$ cat src/rtl/vend_buyer.sv
// rtl/vend_buyer.sv - customer-side coin sequencer and dispense checker for the drink vending machine
module vend_buyer #(
  parameter int GAP     = 1,
  parameter int TIMEOUT = 8
) (
  input  logic       clk,
  input  logic       rst,
  input  logic       req_valid,
  output logic       req_ready,
  input  logic       req_sel,
  input  logic       req_big,
  output logic       d1,
  output logic       d2,
  output logic       sel,
  input  logic       out1,
  input  logic       out2,
  input  logic       out3,
  output logic       done,
  output logic [1:0] got_drink,
  output logic       change,
  output logic [1:0] err
);

  localparam logic [2:0] S_IDLE = 3'd0;
  localparam logic [2:0] S_COIN = 3'd1;
  localparam logic [2:0] S_GAP  = 3'd2;
  localparam logic [2:0] S_WAIT = 3'd3;
  localparam logic [2:0] S_DONE = 3'd4;

  logic [2:0] state;
  logic [2:0] price;
  logic [2:0] paid;
  logic [2:0] gap_cnt;
  logic [7:0] wait_cnt;
  logic       big;
  logic       early;

  logic [2:0] paid_next;
  logic [2:0] coin_base;
  logic [2:0] remaining;
  logic       last_coin;
  logic       next_big;
  logic [1:0] exp_drink;
  logic       exp_change;
  logic       mismatch;

  // The coin register is loaded on the edge entering COIN, so the next
  // coin is chosen from the paid total as it will stand after this cycle.
  always_comb begin
    paid_next  = paid + (d2 ? 3'd2 : 3'd1);
    last_coin  = (paid_next >= price);
    coin_base  = (state == S_COIN) ? paid_next : paid;
    remaining  = price - coin_base;
    next_big   = big || (remaining >= 3'd2);
    exp_drink  = sel ? 2'b10 : 2'b01;
    exp_change = ((paid - price) == 3'd1);
    mismatch   = early || ({out2, out1} != exp_drink) || (out3 != exp_change);
  end

  always_ff @(posedge clk or negedge rst) begin
    if (!rst) begin
      state     <= S_IDLE;
      price     <= 3'd0;
      paid      <= 3'd0;
      gap_cnt   <= 3'd0;
      wait_cnt  <= 8'd0;
      big       <= 1'b0;
      early     <= 1'b0;
      req_ready <= 1'b1;
      d1        <= 1'b0;
      d2        <= 1'b0;
      sel       <= 1'b0;
      done      <= 1'b0;
      got_drink <= 2'b00;
      change    <= 1'b0;
      err       <= 2'b00;
    end else begin
      case (state)
        S_IDLE: begin
          if (req_valid) begin
            sel       <= req_sel;
            price     <= req_sel ? 3'd5 : 3'd3;
            big       <= req_big;
            paid      <= 3'd0;
            early     <= 1'b0;
            req_ready <= 1'b0;
            got_drink <= 2'b00;
            change    <= 1'b0;
            err       <= 2'b00;
            // Both prices are at least 2 halves, so the first coin is always a 1.0.
            d2        <= 1'b1;
            d1        <= 1'b0;
            state     <= S_COIN;
          end
        end
        S_COIN: begin
          if (out1 || out2) early <= 1'b1;
          paid <= paid_next;
          if (last_coin) begin
            d1       <= 1'b0;
            d2       <= 1'b0;
            wait_cnt <= 8'd0;
            state    <= S_WAIT;
          end else if (GAP == 0) begin
            d2 <= next_big;
            d1 <= ~next_big;
          end else begin
            d1      <= 1'b0;
            d2      <= 1'b0;
            gap_cnt <= 3'd0;
            state   <= S_GAP;
          end
        end
        S_GAP: begin
          if (out1 || out2) early <= 1'b1;
          if (gap_cnt == 3'(GAP - 1)) begin
            d2    <= next_big;
            d1    <= ~next_big;
            state <= S_COIN;
          end else begin
            gap_cnt <= gap_cnt + 3'd1;
          end
        end
        S_WAIT: begin
          if (out1 || out2) begin
            got_drink <= {out2, out1};
            change    <= out3;
            err       <= mismatch ? 2'b01 : 2'b00;
            done      <= 1'b1;
            state     <= S_DONE;
          end else if (wait_cnt == 8'(TIMEOUT - 1)) begin
            got_drink <= 2'b00;
            change    <= 1'b0;
            err       <= 2'b10;
            done      <= 1'b1;
            state     <= S_DONE;
          end else begin
            wait_cnt <= wait_cnt + 8'd1;
          end
        end
        S_DONE: begin
          done      <= 1'b0;
          req_ready <= 1'b1;
          state     <= S_IDLE;
        end
        default: state <= S_IDLE;
      endcase
    end
  end

endmodule

$ cat config.mk
export PLATFORM = sky130hd
export DESIGN_NAME = vend_buyer
export DESIGN_NICKNAME = d
export VERILOG_FILES = /design/src/rtl/vend_buyer.sv
export SDC_FILE = /design/constraint.sdc
export NUM_CORES = 1
export LEC_CHECK = 0
export ABC_AREA = 1
export BUFFER_PORTS_ARGS = -buffer_cell sky130_fd_sc_hd__buf_2
export CAP_MARGIN = 40
export CORE_AREA = 2 2 56 84
export DETAILED_ROUTE_END_ITERATION = 16
export DIE_AREA = 0 0 58 86
export PLACE_DENSITY = 0.72
export SKIP_LAST_GASP = 1
export SYNTH_ARGS = -nofsm -noshare
export SYNTH_HDL_FRONTEND = slang
export SYNTH_SLANG_ARGS = --single-unit
$ cat constraint.sdc
create_clock -name clk -period 3.4 [get_ports clk]
set_clock_uncertainty 0.15 [all_clocks]
set_input_delay 0.68 -clock clk [delete_from_list [all_inputs] [get_ports clk]]
set_output_delay 0.68 -clock clk [all_outputs]
set_load 0.005 [all_outputs]
==> results.md <==
* DIE HEIGHT at 86 um
* Maximum VDD drop at 518.3 uV
* Initial core utilization at 0.4420
* I/O Pins at 18
* Final setup fails at 0
* Routed Antenna Nets at 0
* Maximum number of pins on one net before global-route repair at 32
* Crit path largest cell delay at 0.40 ns
* Clk pin slew, worst setup/hold paths at 0.07 ns
* Worst r2r src: d2$_DFFE_PN0P_
* Clock power frac at 0.156
* Pwr dens at 884.6 nW/um2
* Sequential element share of the synthesized area at 0.4176
* Fill cell count at 426
* Final total power at 1.837 mW
* Deepest clock path buffer count at 2
* Worst hold path class: in2async
* Worst-Margin Slew at 0.6919 ns
* Vias in the first global route at 1,623
* Setup tns final at 0 ns
* # nets final at 273
* Max FO, Critical Path at 7
* Post-synthesis net count at 250
* Hold buffers post-CTS at 0
* Critical Path RT at 3.43 ns
* Logic pwr share at 0.531
* Router iterations before antenna repair at 4
* Pleak at 1.138 nW
* # rows at 29
* Post-DP HPWL at 2958 um
* Max Slew Vio Count at 0
* Syn Inst Count at 230
* Root Driver: clkbuf_8
* Setup crit start kind: flop
* Switching Power at 0.8523 mW
* Fraction of power spent switching nets at 0.4639
* Die W at 58 um
* Drt wl/cell at 12.85 um
* Resized cells post-CTS at 0
* PortBufs at 17
* Crit-path slowest cell: fa_1
* Beginning of the critical path: d2$_DFFE_PN0P_
* WP data arrival at 2.76 ns
* Share of layout cells above drive strength 1 at 0.1850
* First-pass GRT wire length at 6955 um
* Area Growth Syn to Fin at 11.63%
* Sequential share of power at 0.313
* Final Cycle Share at 0.8043
* GPL Wtd Cong at 0.7628
* # DRC at 0
* Critical path class: reg2reg
* Core ar. at 4209 um2
* Average cell area after synthesis at 8.089 um2
* Post-synth cell types at 33
* Mapped cell area at 1861 um2
* Sink Count at 31
* Overflow after GRT at 0
* CP Capture Type: flop
* Pint at 0.9849 mW
* Via count at 1,532
* Final core occ at 0.4935
* TritonCTS clock tree: built
* Slew headroom at 0.5387
* Final wirelength at 3854 um
* Die area at 4988 um2
* Initial antenna violation count at 0
* CP Cell Sequence: inv_1, ha_1, inv_1, fa_1, xor2_1, inv_1, ha_1, nand2_1, o211ai_1, nand3_1, nand2_4, inv_4, nand2_1, nand2_1
* YS warnings at 0
* DR vias/cell at 5.107
* Clk Latency, worst-skew pair at 0.28 ns
* H-tree Lvls at 2
* # diodes at 0
* Number of synthesized register bits at 31
* CTS buffer count at 5
* Detailed Route Iter0 Violations at 35
* Storage cell area at 777.0 um2
* RSZ-0062 raised after global routing: false
* Placed Instances at 292
* Fmax at 0.3657 GHz
* Non-filler cells, final at 300
* Aggregate global-route resource usage at 0.1828
* Max-Cap Viols at 0
* Minimum clock period at 2.734 ns
* Area of the multi-input gates at 922.1 um2
* Final hold vios at 0
* Status: finished, final reports clean
* Postcts setup bufs at 0
logic make-up (layout without fill, tap and decap cells):
kind of cell / Yosys count / count (layout) / synth area share
compound gates: 24 / 24 / 0.07869
simple gates: 119 / 119 / 0.3006
buf+inv: 39 / 63 / 0.08675
flops: 31 / 31 / 0.4176
xor+xnor: 5 / 5 / 0.02354
fa+ha+maj: 12 / 12 / 0.09281
power by group through the flow:
stage / sequential, mW / combinational, mW / clock, mW
after global routing: 0.590 / 1.13 / 0.311
after CTS: 0.576 / 0.988 / 0.295
after global placement: 0.578 / 0.958 / 0
final: 0.575 / 0.976 / 0.287
after detailed placement: 0.582 / 0.982 / 0
after floorplan: 0.567 / 0.753 / 0
cells in the final DEF (no fill, tap or decap), types with 2 or more instances in the layout:
cell type,instances
nand2_2,3
o21ai_2,2
fa_1,3
dfrtp_1,30
ha_1,9
o22ai_1,2
o21ai_0,8
buf_2,17
a21oi_1,5
nor2_1,17
nand2_1,64
inv_1,30
clkbuf_8,5
inv_2,6
nand3_1,21
nor2_4,2
nor3_1,3
nand2_4,4
xor2_1,5
state kept, by name, indices dropped and copies added, names as in the netlist:
name,flops
paid,3
early,1
state,3
price,2
got_drink,2
err,2
d2,1
gap_cnt,3
wait_cnt,8
done,1
sel,1
change,1
big,1
d1,1
req_ready,1
final timing paths:
path                       slack (ns)  depth (start not counted)                       end
max reg2reg                      0.67                         14   wait_cnt[6]$_DFFE_PN0P_
min                              0.28                          1  got_drink[1]$_DFFE_PN0P_
min in group clk                 0.34                          2            d1$_DFFE_PN0P_
max in group asynchronous        2.36                          1      state[1]$_DFFE_PN0P_
min reg2reg                      0.34                          2            d1$_DFFE_PN0P_
max                              0.67                         14   wait_cnt[6]$_DFFE_PN0P_
area by class of cell:
class                           instances  share of cell area
Multi-Input combinational cell        160              0.4440
Sequential cell                        31              0.3741
Inverter                               38             0.07229
Timing Repair Buffer                   17             0.04096
Clock buffer                            6             0.03494
Tap cell                               46             0.02771
Clock inverter                          2            0.006024
per-layer routing:
metal | global-route usage | share of wire | vias up
li1 | - | - | 773
met1 | 0.1898 | 0.38 | 724
met2 | 0.3357 | 0.56 | 27
met3 | 0.04223 | 0.039 | 8
met4 | 0.08668 | 0.022 | 0
met5 | 0 | 0 | -
stage by stage:
step                instance area (um2)  setup slack [ns]  hold WS [ns]
detailed placement                 1992            0.6792        0.3302
CTS                                2077            0.6692        0.3121
floorplan                          1861            0.8914        0.2344
global route                       2077            0.4743        0.3469
finish                             2077            0.6655        0.2802
global placement                   1992            0.7205        0.3268
cell usage after synthesis:
master / number / area (um2)
o21ai_1: 1 / 5.000
a21oi_1: 5 / 25.02
buf_6: 1 / 11.26
nand3_1: 21 / 105.1
o211ai_1: 1 / 7.510
fa_1: 3 / 60.06
nor2_1: 17 / 63.81
nand4_1: 1 / 6.260
nand2_4: 4 / 45.04
nor2_4: 2 / 22.52
dfstp_2: 1 / 26.28
nor3_2: 1 / 10.01
ha_1: 9 / 112.6
clkinv_4: 1 / 8.760
a211oi_1: 1 / 7.510
dfrtp_1: 30 / 750.7
o22ai_1: 2 / 12.51
nor3b_1: 1 / 7.510
o21a_1: 1 / 7.510
nand2_2: 3 / 18.77
nand3_4: 1 / 17.52
a21oi_2: 1 / 8.760
o21ai_2: 2 / 17.52
inv_4: 1 / 6.260
inv_1: 30 / 112.6
a21o_1: 1 / 7.510
xor2_1: 5 / 43.79
inv_2: 6 / 22.52
nand3b_1: 1 / 7.510
o21bai_1: 1 / 7.510
o21ai_0: 8 / 40.04
nor3_1: 3 / 15.01
nand2_1: 64 / 240.2
worst max-delay path: cells and delay by family (launching register included):
kind	cells	cell delay, ns
DFF	1	0.38
and+or+nand+nor	5	0.61
adders and majority gates	3	0.87
xor gates and xnor gates	1	0.19
buffers and inverters	4	0.29
AOI/OAI and AO/OA	1	0.16
Power figures use the tool's default switching activity.
